$ cat src/rtl/spiral_frame_loader.sv
// Header-framed stream loader: decodes row/col from a header word, then forwards
// exactly row*col payload elements to the spiral stage through a registered output.
module spiral_frame_loader #(
    parameter int DATA_WIDTH = 8,
    parameter int R_WIDTH    = 3,
    parameter int C_WIDTH    = 3
) (
    input  logic                  clk,
    input  logic                  rstn,
    input  logic [DATA_WIDTH-1:0] s_data,
    input  logic                  s_valid,
    output logic                  s_rdy,
    output logic [R_WIDTH-1:0]    row,
    output logic [C_WIDTH-1:0]    col,
    output logic [DATA_WIDTH-1:0] data_out,
    output logic                  data_out_valid,
    input  logic                  data_out_rdy,
    output logic                  data_out_last,
    output logic                  frame_done,
    output logic                  zero_frame
);
    localparam int NW = R_WIDTH + C_WIDTH;

    typedef enum logic [1:0] {HDR, DATA, LAST} state_t;

    state_t                r_state, w_state_nxt;
    logic [R_WIDTH-1:0]    r_row, w_row_nxt;
    logic [C_WIDTH-1:0]    r_col, w_col_nxt;
    logic [NW-1:0]         r_count, w_count_nxt;
    logic [DATA_WIDTH-1:0] r_data, w_data_nxt;
    logic                  r_valid, w_valid_nxt;
    logic                  r_last, w_last_nxt;
    logic                  r_frame_done, w_frame_done_nxt;
    logic                  r_zero_frame, w_zero_frame_nxt;
    logic                  w_rdy;
    logic [R_WIDTH-1:0]    w_hdr_row;
    logic [C_WIDTH-1:0]    w_hdr_col;
    logic [NW-1:0]         w_n;

    assign w_hdr_row = s_data[NW-1:C_WIDTH];
    assign w_hdr_col = s_data[C_WIDTH-1:0];
    // Product at full field width so the largest frame never wraps.
    assign w_n       = NW'(w_hdr_row) * NW'(w_hdr_col);

    always_comb begin
        w_state_nxt      = r_state;
        w_row_nxt        = r_row;
        w_col_nxt        = r_col;
        w_count_nxt      = r_count;
        w_data_nxt       = r_data;
        w_valid_nxt      = r_valid;
        w_last_nxt       = r_last;
        w_frame_done_nxt = 1'b0;
        w_zero_frame_nxt = 1'b0;
        w_rdy            = 1'b0;
        case (r_state)
            HDR: begin
                w_rdy = 1'b1;
                if (s_valid) begin
                    if (w_n == '0) begin
                        w_zero_frame_nxt = 1'b1;
                    end else begin
                        w_row_nxt   = w_hdr_row;
                        w_col_nxt   = w_hdr_col;
                        w_count_nxt = w_n;
                        w_state_nxt = DATA;
                    end
                end
            end
            DATA: begin
                w_rdy = !r_valid || data_out_rdy;
                if (r_valid && data_out_rdy) begin
                    w_valid_nxt = 1'b0;
                end
                // An accept in the same cycle as a drain overwrites with no bubble.
                if (s_valid && w_rdy) begin
                    w_data_nxt  = s_data;
                    w_valid_nxt = 1'b1;
                    w_count_nxt = r_count - NW'(1);
                    if (r_count == NW'(1)) begin
                        w_last_nxt  = 1'b1;
                        w_state_nxt = LAST;
                    end
                end
            end
            LAST: begin
                if (data_out_rdy) begin
                    w_valid_nxt      = 1'b0;
                    w_last_nxt       = 1'b0;
                    w_frame_done_nxt = 1'b1;
                    w_state_nxt      = HDR;
                end
            end
            default: w_state_nxt = HDR;
        endcase
    end

    always_ff @(posedge clk or negedge rstn) begin
        if (!rstn) begin
            r_state      <= HDR;
            r_row        <= '0;
            r_col        <= '0;
            r_count      <= '0;
            r_data       <= '0;
            r_valid      <= 1'b0;
            r_last       <= 1'b0;
            r_frame_done <= 1'b0;
            r_zero_frame <= 1'b0;
        end else begin
            r_state      <= w_state_nxt;
            r_row        <= w_row_nxt;
            r_col        <= w_col_nxt;
            r_count      <= w_count_nxt;
            r_data       <= w_data_nxt;
            r_valid      <= w_valid_nxt;
            r_last       <= w_last_nxt;
            r_frame_done <= w_frame_done_nxt;
            r_zero_frame <= w_zero_frame_nxt;
        end
    end

    assign s_rdy          = w_rdy && rstn;
    assign row            = r_row;
    assign col            = r_col;
    assign data_out       = r_data;
    assign data_out_valid = r_valid;
    assign data_out_last  = r_last;
    assign frame_done     = r_frame_done;
    assign zero_frame     = r_zero_frame;

endmodule
$ cat config.mk
export PLATFORM = sky130hd
export DESIGN_NAME = spiral_frame_loader
export DESIGN_NICKNAME = d
export VERILOG_FILES = /design/src/rtl/spiral_frame_loader.sv
export SDC_FILE = /design/constraint.sdc
export NUM_CORES = 1
export LEC_CHECK = 0
export BUFFER_PORTS_ARGS = -buffer_cell sky130_fd_sc_hd__buf_2
export CORE_ASPECT_RATIO = 1.2
export CORE_UTILIZATION = 53
export DETAILED_ROUTE_END_ITERATION = 6
export MAX_ROUTING_LAYER = met4
export PLACE_DENSITY_LB_ADDON = 0.2
export SYNTH_ARGS = -nofsm -noshare
export SYNTH_HDL_FRONTEND = slang
export SYNTH_SLANG_ARGS = --single-unit
$ cat constraint.sdc
create_clock -name clk -period 2.11 [get_ports clk]
set_clock_uncertainty 0.05 [all_clocks]
set_input_delay 0.422 -clock clk [delete_from_list [all_inputs] [get_ports clk]]
set_output_delay 0.422 -clock clk [all_outputs]
set_load 0.02 [all_outputs]
==> run summary <==
Run status -> finished with violations
Failing checks -> negative setup slack
Number of enable flip-flop cells after synthesis -> 0
Area fraction of the dominant cell type after synthesis -> 44.6%
Port Buffers -> 30
Post-CTS clock slew at the launch and capture registers of the worst setup and hold paths -> 0.15 ns
Total iterations of the first detailed-routing run -> 4
Unrepaired setup endpoints after global routing -> yes
Max Cap Viol -> 0
Die outline height -> 59.5 um
Total power consumption of the routed design -> 2.56 mW
Final worst path period share -> 129%
Measured slew at the worst slew-check pin -> 0.340 ns
Number of global-route vias before repair -> 1,175
Worst-case setup margin in the final layout -> -0.605 ns
Worst slack on hold paths -> 0.0162 ns
Routed length on met3 -> 108 um
Cell types occupying the most area after synthesis -> sky130_fd_sc_hd__dfrtp_1 (45%), sky130_fd_sc_hd__mux2_2 (11%), sky130_fd_sc_hd__ha_1 (6.0%), sky130_fd_sc_hd__and2_1 (3.4%), sky130_fd_sc_hd__a21oi_2 (3.0%)
Post-synthesis cell area -> 0.00146 mm^2
Die outline width -> 49.9 um
Starting density of the core -> 56.6%
Maximum level of the CTS H-tree -> 1
DRC errors left -> 0
Max Fanout on Critical Path -> 5
Cell with the most instances after synthesis -> sky130_fd_sc_hd__dfrtp_1
Die Footprint -> 0.00297 mm^2
Maximum vdd drop -> 1190 uV
Fraction of registers with async set/reset -> 100%
Post-synthesis register bit count -> 26
CTS tree -> done
Net Count, Synth -> 149
GRT Resource Usage Total -> 25.1%
Sort of element at the end of the critical path -> flop
Pin count of the biggest net entering global routing -> 27
Maximum clock insertion buffer count -> 2
Row count -> 20
Total CTS buffers -> 3
Placer congestion estimate -> 0.842
Crit path kind -> in -> reg
Number of pins exceeding their max-slew limit in the final report -> 0
Leading register cell type out of synthesis -> sky130_fd_sc_hd__dfrtp_1
Post-synth cell types -> 37
Post-synthesis cell count -> 128
Area of the core -> 0.00258 mm^2
First-pass GRT wire length -> 5.36 mm
Cell at the root of the clock tree -> sky130_fd_sc_hd__clkbuf_4
Static power due to leakage -> 0.954 nW
Net count reported at finish -> 200
Sequence of cells on the critical path -> buf_6, and2_4, fa_1, ha_2, inv_2, fa_2, nand2b_1, a2111oi_4, buf_4, a31oi_4, buf_6, nor2_4, a21oi_2
Clk Latency, worst-skew pair -> 0.33 ns
Detailed-placement wirelength estimate -> 2.24 mm
Vias -> 1,133
Antenna violation net count after detailed routing -> 0
Launching element type of the critical path -> primary input
Share of cells above drive strength 1 -> 52.2%
Fin crit period -> 2.71 ns
Final routed wirelength across all metal layers -> 3.18 mm
Maximum operating frequency -> 368 MHz
Most common library cells after synthesis -> sky130_fd_sc_hd__dfrtp_1 (26), sky130_fd_sc_hd__mux2_2 (14), sky130_fd_sc_hd__and2_1 (8), sky130_fd_sc_hd__inv_1 (8), sky130_fd_sc_hd__nand2_1 (8)
Number of sinks driven by the clock tree -> 26
Slowest stage delay, CP -> 0.54 ns
Slew HR -> 77.1%
CP required -> 2.29 ns
Pre-CTS setup slack -> -1.08 ns
Hold violation count in the final report -> 0
Post-Route M1 WL -> 1.35 mm
Setup slack of the worst register-to-register path -> 0.41 ns
Amount of wire on met2 after detailed routing -> 1.68 mm
Initial drt markers -> 27
CP arrival -> 2.90 ns
# diodes -> 0
Hold bufs inserted after CTS -> 0
Warnings from Yosys -> 0
Total power per unit cell area -> 1320 mW/mm^2
Antenna violations before repair -> 0
Post-Syn Area per Cell -> 11.4 um^2
Detailed-route wire length per cell -> 15.0 um
Num ports -> 31
Synth-to-Final Area Change -> 33.4%
Top Layer Used -> met4
Total global routing overflow -> 0
Most repeated library cell on the critical path -> sky130_fd_sc_hd__buf_6
Biggest area consumer among synthesized cells -> sky130_fd_sc_hd__dfrtp_1
Vias/cell -> 5.37
Post-synthesis sequential area ratio -> 44.6%
Slowest cell on the critical path -> sky130_fd_sc_hd__fa_2
Min-delay worst type -> in -> async
Final setup fails -> 14
## per-layer routing
metal,global-route usage (%),vias up
met2,45.0,31
met3,3.85,6
met4,7.76,0
met1,28.9,542
li1,-,554
met5,-,-
## state kept, by name (all words and copies together) (netlist names)
name,count
data_out,8
r_count,6
col,3
row,3
r_state,2
data_out_last,1
data_out_valid,1
frame_done,1
zero_frame,1
## final cells by class
cell class | instances | area [um^2]
fill | 177 | 632
inverter | 9 | 33.8
timing repair buffer | 49 | 320
multi-input combinational | 90 | 847
clock inverter | 1 | 30.0
sequential | 26 | 651
clock buffer | 3 | 22.5
tap | 33 | 41.3
## critical path: cells and delay by family
family	cells	cell delay [ns]
AO/OA/AOI/OAI	3	0.41
adder cells (fa/ha/maj)	3	1.25
buffers and inverters	4	0.50
AND/OR/NAND/NOR	3	0.31
## what timing repair did
| item | 4_1_cts | 5_1_grt |
|---|---|---|
| buffers inserted | 2 | 2 |
| gates resized for setup | 19 | 8 |
| cloned | 1 | 0 |
| endpoints found under the setup margin | 14 | 14 |
| pin swaps | 9 | 2 |
## per-stage QoR
step,utilization [%],cell area [um^2],TNS [ns],instances
finish,75.5,1950,-7.71,211
global route,75.5,1950,-8.83,211
CTS,74.5,1920,-7.55,211
detailed placement,68.5,1770,-14.15,205
global placement,68.5,1770,-13.22,205
floorplan,-,1470,-10.83,128
## final timing paths
path                             startpoint          end  depth (start not counted)
worst max-delay path              s_data[5]   r_count[0]                         13
max in group asynchronous              rstn       col[2]                          2
worst min-delay path                   rstn   r_count[3]                          2
worst min register to register  data_out[6]  data_out[6]                          1
worst max register to register   r_state[0]   r_count[5]                          5
min in group clk                  s_data[6]  data_out[6]                          2
## where the power goes
group	total (mW)	internal, mW	switching, mW
sequential	0.879	0.716	0.163
combinational	1.33	0.600	0.730
clock	0.353	0.192	0.161
## cells in the final DEF (no fill, tap or decap), types with 4 or more instances in the layout
cell type,netlist,routed
sky130_fd_sc_hd__buf_2,2,28
sky130_fd_sc_hd__dfrtp_1,26,26
sky130_fd_sc_hd__buf_4,0,15
sky130_fd_sc_hd__mux2_2,14,8
sky130_fd_sc_hd__inv_1,8,7
sky130_fd_sc_hd__nor2_1,7,6
sky130_fd_sc_hd__mux2_4,0,6
sky130_fd_sc_hd__ha_1,7,6
sky130_fd_sc_hd__buf_6,2,6
sky130_fd_sc_hd__and2_1,8,5
sky130_fd_sc_hd__nand2_1,8,5
sky130_fd_sc_hd__a21oi_2,5,5
sky130_fd_sc_hd__nand2b_1,4,4
## cell families after synthesis
group / share of synthesized area (%)
AOI/OAI and AO/OA: 15.4
xor gates and xnor gates: 0.600
adders and majority gates: 8.75
buffers and inverters: 4.55
DFF: 44.6
muxes: 11.5
and+or+nand+nor: 14.6
No activity file was read; power rests on OpenSTA's default activity.
